==> src/rtl/reg_stack_sched_pkg.sv <==
// Shared types and defaults for the register-file write-port / call-stack scheduler.
// Imported by the scheduler top and its stack pointer counter.
package reg_stack_sched_pkg;

    localparam int REG_ADDR_W    = 3;
    localparam int DATA_W        = 32;
    localparam int PC_W          = 8;
    localparam int CNT_W         = 3;
    localparam int STACK_TOP_D   = 7;
    localparam int STACK_DEPTH_D = 4;

    typedef enum logic [1:0] {
        IDLE      = 2'd0,
        PUSH_WAIT = 2'd1,
        POP_RD    = 2'd2,
        POP_CLR   = 2'd3
    } state_t;

endpackage

==> src/rtl/reg_stack_sched_stack_ptr_ctr.sv <==
// Stack occupancy counter; derives the next-free-slot pointer and full/empty.
// The stack grows downward from STACK_TOP.
module stack_ptr_ctr
    import reg_stack_sched_pkg::*;
#(
    parameter int STACK_TOP   = STACK_TOP_D,
    parameter int STACK_DEPTH = STACK_DEPTH_D
) (
    input  logic                  clk,
    input  logic                  reset,
    input  logic                  inc,
    input  logic                  dec,
    output logic [CNT_W-1:0]      count,
    output logic [REG_ADDR_W-1:0] sp,
    output logic                  full,
    output logic                  empty
);

    // Occupancy update; inc and dec are never raised together by the FSM.
    always_ff @(posedge clk or negedge reset) begin
        if (!reset) begin
            count <= '0;
        end else if (inc) begin
            count <= count + CNT_W'(1);
        end else if (dec) begin
            count <= count - CNT_W'(1);
        end
    end

    // Next free slot and occupancy flags from the counter.
    always_comb begin
        sp    = REG_ADDR_W'(STACK_TOP) - REG_ADDR_W'(count);
        full  = (count == CNT_W'(STACK_DEPTH));
        empty = (count == '0);
    end

endmodule

==> src/rtl/reg_stack_sched.sv <==
// Arbitrates the register file write port between writeback and the call stack.
// Owns the stack FSM, stalls ID for unfinished stack ops and returns popped PCs.
module reg_stack_sched
    import reg_stack_sched_pkg::*;
#(
    parameter int STACK_TOP   = STACK_TOP_D,
    parameter int STACK_DEPTH = STACK_DEPTH_D
) (
    input  logic                  clk,
    input  logic                  reset,
    input  logic                  WB_regwrite,
    input  logic [REG_ADDR_W-1:0] WB_ws,
    input  logic [DATA_W-1:0]     WB_wd,
    input  logic                  ID_push,
    input  logic                  ID_pop,
    input  logic [PC_W-1:0]       stack_pc,
    input  logic [DATA_W-1:0]     rf_rdata,
    output logic                  rf_we,
    output logic [REG_ADDR_W-1:0] rf_ws,
    output logic [DATA_W-1:0]     rf_wd,
    output logic [REG_ADDR_W-1:0] rf_ra,
    output logic                  ID_stall,
    output logic [PC_W-1:0]       ret_pc,
    output logic                  ret_pc_valid,
    output logic                  stack_full,
    output logic                  stack_empty,
    output logic                  overflow_err,
    output logic                  underflow_err
);

    state_t                  state, state_nxt;
    logic [PC_W-1:0]         push_pc;
    logic [CNT_W-1:0]        count;
    logic [REG_ADDR_W-1:0]   sp;
    logic                    inc, dec;
    logic                    latch, cap, byp, pulse;
    logic                    set_ovf, set_unf;
    logic                    we_raw;

    stack_ptr_ctr #(
        .STACK_TOP   (STACK_TOP),
        .STACK_DEPTH (STACK_DEPTH)
    ) u_ptr (
        .clk   (clk),
        .reset (reset),
        .inc   (inc),
        .dec   (dec),
        .count (count),
        .sp    (sp),
        .full  (stack_full),
        .empty (stack_empty)
    );

    // Next state, write-port mux and stall; writeback always owns the port when active.
    always_comb begin
        state_nxt = state;
        we_raw    = WB_regwrite;
        rf_ws     = WB_ws;
        rf_wd     = WB_wd;
        rf_ra     = sp + REG_ADDR_W'(1);
        ID_stall  = 1'b0;
        inc       = 1'b0;
        dec       = 1'b0;
        latch     = 1'b0;
        cap       = 1'b0;
        byp       = 1'b0;
        pulse     = 1'b0;
        set_ovf   = 1'b0;
        set_unf   = 1'b0;
        unique case (state)
            IDLE: begin
                if (ID_push && ID_pop) begin
                    byp = 1'b1;
                end else if (ID_push) begin
                    if (stack_full) begin
                        set_ovf = 1'b1;
                    end else if (!WB_regwrite) begin
                        we_raw = 1'b1;
                        rf_ws  = sp;
                        rf_wd  = {{(DATA_W-PC_W){1'b0}}, stack_pc};
                        inc    = 1'b1;
                    end else begin
                        latch     = 1'b1;
                        ID_stall  = 1'b1;
                        state_nxt = PUSH_WAIT;
                    end
                end else if (ID_pop) begin
                    if (stack_empty) begin
                        set_unf = 1'b1;
                    end else begin
                        ID_stall  = 1'b1;
                        state_nxt = POP_RD;
                    end
                end
            end
            PUSH_WAIT: begin
                if (WB_regwrite) begin
                    ID_stall = 1'b1;
                end else begin
                    we_raw    = 1'b1;
                    rf_ws     = sp;
                    rf_wd     = {{(DATA_W-PC_W){1'b0}}, push_pc};
                    inc       = 1'b1;
                    state_nxt = IDLE;
                end
            end
            POP_RD: begin
                ID_stall  = 1'b1;
                cap       = 1'b1;
                dec       = 1'b1;
                state_nxt = POP_CLR;
            end
            POP_CLR: begin
                ID_stall = 1'b1;
                if (!WB_regwrite) begin
                    we_raw    = 1'b1;
                    rf_ws     = sp;
                    rf_wd     = '0;
                    pulse     = 1'b1;
                    state_nxt = IDLE;
                end
            end
            default: state_nxt = IDLE;
        endcase
        rf_we = we_raw & reset;
    end

    // FSM state, pending push PC, return PC and sticky error flags.
    always_ff @(posedge clk or negedge reset) begin
        if (!reset) begin
            state         <= IDLE;
            push_pc       <= '0;
            ret_pc        <= '0;
            ret_pc_valid  <= 1'b0;
            overflow_err  <= 1'b0;
            underflow_err <= 1'b0;
        end else begin
            state        <= state_nxt;
            ret_pc_valid <= pulse | byp;
            if (latch) begin
                push_pc <= stack_pc;
            end
            if (cap) begin
                ret_pc <= rf_rdata[PC_W-1:0];
            end else if (byp) begin
                ret_pc <= stack_pc;
            end
            if (set_ovf) begin
                overflow_err <= 1'b1;
            end
            if (set_unf) begin
                underflow_err <= 1'b1;
            end
        end
    end

endmodule

==> config.mk <==
export PLATFORM = sky130hd
export DESIGN_NAME = reg_stack_sched
export DESIGN_NICKNAME = d
export VERILOG_FILES = /design/src/rtl/reg_stack_sched_pkg.sv /design/src/rtl/reg_stack_sched_stack_ptr_ctr.sv /design/src/rtl/reg_stack_sched.sv
export SDC_FILE = /design/constraint.sdc
export NUM_CORES = 1
export LEC_CHECK = 0
export BUFFER_PORTS_ARGS = -buffer_cell sky130_fd_sc_hd__clkbuf_2
export CAP_MARGIN = 20
export CORE_UTILIZATION = 40
export CTS_CLUSTER_SIZE = 40
export DETAILED_ROUTE_END_ITERATION = 10
export PLACE_DENSITY_LB_ADDON = 0.25
export SLEW_MARGIN = 20
export SYNTH_ARGS = -nofsm -noshare
export SYNTH_HDL_FRONTEND = slang
export SYNTH_SLANG_ARGS = --single-unit
==> constraint.sdc <==
create_clock -name clk -period 3.1 [get_ports clk]
set_input_delay 0.465 -clock clk [delete_from_list [all_inputs] [get_ports clk]]
set_output_delay 0.465 -clock clk [all_outputs]
set_load 0.02 [all_outputs]
==> impl_results.md <==
- Run status: finished, final reports clean
- Global-route layer with the greatest usage: met2
- Power per cell area: slightly above 900 nW/um^2
- Final period util: 0.913
- Crit Path Max Fanout: 7
- Clock slew seen by the registers of the worst setup and hold paths: 80 ps
- TritonCTS clock tree: built
- Row Count: 23
- Post-Layout Inst Area: 2290 sq um
- Placer's final routability congestion estimate: 0.712
- Met1 track utilization from global routing: 0.241
- Warning count from the yosys run: 0
- DR pass1 iterations: 4
- Vias in the first global route: 1,326
- Fill cell instance count of the final layout: 372
- Fraction of met3 tracks used by global routing: 0.0308
- Average routed wire per standard cell: 12.9 um
- Placed instance area: ~2200 sq um
- Total CTS buffers: 3
- Commonest non-fill, non-tap cell in the layout: sky130_fd_sc_hd__clkbuf_2
- Number of top-level design ports: 133
- Clock insertion delay at the later pin of the skew report: 270 ps
- Setup crit end kind: output pin
- Register area share after synthesis: 0.357
- IR Drop Worst-Case VDD: just under 0.4 mV
- Critical path data required time: 2630 ps
- Worst setup slack after layout: 270 ps
- Residual antenna-violating net count after detailed routing: 0
- Combined global-route utilization of all metal layers: 0.189
- Area added between synthesis and finish: 35.9%
- Post-Route Skew: ~3.8 ps
- Hold/Removal Path Class: input pin to asynchronous set/reset pin
- DP Wirelength: 3200 um
- GR Layer Usage met2: 0.319
- Vias post-DR: around 1,600
- Overflow after GRT: 0
- Number of violations reported at the end of detailed-routing iteration 0: 19
- Netlist cell types: 39
- Die Wd: 66.8 um
- Clock Root Buffer: sky130_fd_sc_hd__clkbuf_8
- Mean area per synthesized cell: 9.95 sq um
- Maximum number of buffers from clock root to sink: 2
- Setup_tns: 0 ps
- Full die area: 4470 sq um
- Final min period: 2830 ps
- Starting density of the core: 0.417
- Layout cells sized above 1: 0.580
- Hold_buf cts: 0
- Slew at the pin closest to its max-slew limit: 968 ps
- Diode count: 0
- Vert. Die Dim: 66.8 um
- Std-Cell Core Area: between 4000 and 5000 sq um
- Headroom to the max-slew limit: 0.353
- Setup repair after global routing missed its margin: no
- Pin count of the biggest net entering global routing: 26
- Highest achievable clock rate: 353 MHz
- Maximum level of the CTS H-tree: 1
- Number of I/O port buffers: 108
- Max-cap violation count: 0
- DRC errors left: 0
- Leakage component of the power: 1.23 nW
- Total count of max-transition violations in the final report: 0
- TritonCTS sink count: 24
- Number of instances in the synthesized netlist: ~170
- Worst reg-to-reg setup slack: approximately 540 ps
- Synthesized Nets: 253
- First-pass GRT wire length: 6240 um
- Antenna violations before repair: 0
- Top library cells by usage in the layout, fill and taps aside: sky130_fd_sc_hd__clkbuf_2 (108), sky130_fd_sc_hd__nand2_1 (30), sky130_fd_sc_hd__dfrtp_1 (24), sky130_fd_sc_hd__and2_4 (20)
- Count of final hold-check violations: 0
- Final wirelength: 4220 um
- Pre-CTS setup slack: 285 ps
- Setup violators final: 0
- Post-Synthesis Cell Area: 1680 sq um
- Synthesis-stage register bit count: 24
- Final #Nets: ~360
- Number of vias per cell after detailed routing: 4.87
- Critical Setup Path Class: flip-flop to output pin
- Sort of element at the start of the critical path: flip-flop
- Worst EP arrival: ~2400 ps
state kept, by name (all words and copies together) (netlist names):
register,flops
underflow_err,1
state,2
ret_pc_valid,1
overflow_err,1
push_pc,8
ret_pc,8
u_ptr.count,3
power by group:
part / switching (mW) / internal (mW)
Sequential: 0.142 / 0.467
Combinational: 0.739 / 0.545
Clock: 0.0987 / 0.0871
Total: 0.980 / 1.10
worst max-delay path: stages (launching register included):
cell and delay, ps:
sky130_fd_sc_hd__dfrtp_1 450, sky130_fd_sc_hd__inv_1 70, sky130_fd_sc_hd__ha_1 200, sky130_fd_sc_hd__ha_1 280
sky130_fd_sc_hd__nor4b_4 240, sky130_fd_sc_hd__buf_4 200, sky130_fd_sc_hd__o21ai_4 60, sky130_fd_sc_hd__buf_4 180
sky130_fd_sc_hd__a22oi_1 180, sky130_fd_sc_hd__nand2_1 80, sky130_fd_sc_hd__clkbuf_2 150
cells in the mapped netlist:
| master | instances | area (sq um) |
|---|---|---|
| sky130_fd_sc_hd__a211oi_1 | 1 | 7.51 |
| sky130_fd_sc_hd__a21oi_1 | 2 | 10.0 |
| sky130_fd_sc_hd__a22oi_1 | 7 | 52.6 |
| sky130_fd_sc_hd__a31oi_1 | 1 | 6.26 |
| sky130_fd_sc_hd__a32o_1 | 1 | 10.0 |
| sky130_fd_sc_hd__a41o_2 | 1 | 11.3 |
| sky130_fd_sc_hd__and2_1 | 4 | 25.0 |
| sky130_fd_sc_hd__and2_4 | 20 | 175 |
| sky130_fd_sc_hd__and3_1 | 1 | 6.26 |
| sky130_fd_sc_hd__buf_4 | 6 | 45.0 |
| sky130_fd_sc_hd__buf_6 | 5 | 56.3 |
| sky130_fd_sc_hd__dfrtp_1 | 24 | 601 |
| sky130_fd_sc_hd__fa_1 | 1 | 20.0 |
| sky130_fd_sc_hd__ha_1 | 3 | 37.5 |
| sky130_fd_sc_hd__inv_1 | 5 | 18.8 |
| sky130_fd_sc_hd__mux2_2 | 9 | 101 |
| sky130_fd_sc_hd__mux2i_1 | 9 | 90.1 |
| sky130_fd_sc_hd__nand2_1 | 30 | 113 |
| sky130_fd_sc_hd__nand2b_1 | 1 | 6.26 |
| sky130_fd_sc_hd__nand3_1 | 1 | 5.00 |
| sky130_fd_sc_hd__nand3_4 | 1 | 17.5 |
| sky130_fd_sc_hd__nor2_1 | 5 | 18.8 |
| sky130_fd_sc_hd__nor2_2 | 1 | 6.26 |
| sky130_fd_sc_hd__nor2b_1 | 3 | 18.8 |
| sky130_fd_sc_hd__nor3_1 | 2 | 10.0 |
| sky130_fd_sc_hd__nor3b_4 | 1 | 18.8 |
| sky130_fd_sc_hd__nor4_1 | 1 | 6.26 |
| sky130_fd_sc_hd__nor4b_4 | 1 | 23.8 |
| sky130_fd_sc_hd__o21ai_0 | 2 | 10.0 |
| sky130_fd_sc_hd__o21ai_1 | 6 | 30.0 |
| sky130_fd_sc_hd__o21ai_2 | 5 | 43.8 |
| sky130_fd_sc_hd__o21ai_4 | 1 | 16.3 |
| sky130_fd_sc_hd__o21bai_1 | 1 | 7.51 |
| sky130_fd_sc_hd__o22ai_1 | 1 | 6.26 |
| sky130_fd_sc_hd__o31a_2 | 1 | 10.0 |
| sky130_fd_sc_hd__or2_1 | 1 | 6.26 |
| sky130_fd_sc_hd__or2_4 | 1 | 8.76 |
| sky130_fd_sc_hd__or2b_1 | 1 | 7.51 |
| sky130_fd_sc_hd__xnor2_1 | 2 | 17.5 |
path summary, 6_finish.rpt:
check	start	endpoint	depth (start not counted)
worst min register to register	overflow_err	overflow_err	1
worst min-delay path	reset	push_pc[6]	2
worst max register to register	u_ptr.count[1]	u_ptr.count[1]	10
max in group asynchronous	reset	u_ptr.count[2]	2
worst max-delay path	u_ptr.count[1]	rf_wd[5]	10
min in group clk	stack_pc[2]	push_pc[2]	2
cell type report:
| type | instances | area (sq um) | area share |
|---|---|---|---|
| clock buffer | 3 | 41.3 | 0.0181 |
| timing repair buffer | 114 | 586 | 0.256 |
| tap | 50 | 62.6 | 0.0274 |
| sequential | 24 | 601 | 0.263 |
| inverter | 5 | 18.8 | 0.00821 |
| multi-input combinational | 130 | 977 | 0.427 |
kinds of logic (layout without fill, tap and decap cells):
group | after synthesis | after routing | synth area share
AO/OA/AOI/OAI | 30 | 31 | 0.132
adder cells (fa/ha/maj) | 4 | 4 | 0.0342
XOR/XNOR | 2 | 2 | 0.0104
flip-flops | 24 | 24 | 0.357
buffers and inverters | 16 | 122 | 0.0714
multiplexers | 18 | 18 | 0.114
AND/OR/NAND/NOR | 75 | 75 | 0.281
what timing repair did:
| item | CTS | global route |
|---|---|---|
| setup endpoints to repair | 1 | 24 |
| gates cloned | 1 | 0 |
| gates resized for setup | 0 | 1 |
| buffers inserted | 0 | 4 |
| pin swaps | 1 | 2 |
metal layers:
metal	vias up	part of all wire
met5	-	0
met4	0	0.012
met3	6	0.073
met2	69	0.49
met1	725	0.42
li1	786	-
stage by stage:
| step | total power [mW] | util | std cells | hold slack (ps) |
|---|---|---|---|---|
| 2_1_floorplan | 1.59 | - | 169 | 169 |
| 3_3_place_gp | 1.86 | 0.546 | 318 | 459 |
| 3_5_place_dp | 1.88 | 0.546 | 318 | 459 |
| 4_1_cts | 2.08 | 0.558 | 322 | 179 |
| 5_1_grt | 2.26 | 0.567 | 326 | 196 |
| 6_report | 2.08 | 0.567 | 326 | 168 |
No activity file was read; power rests on OpenSTA's default activity.
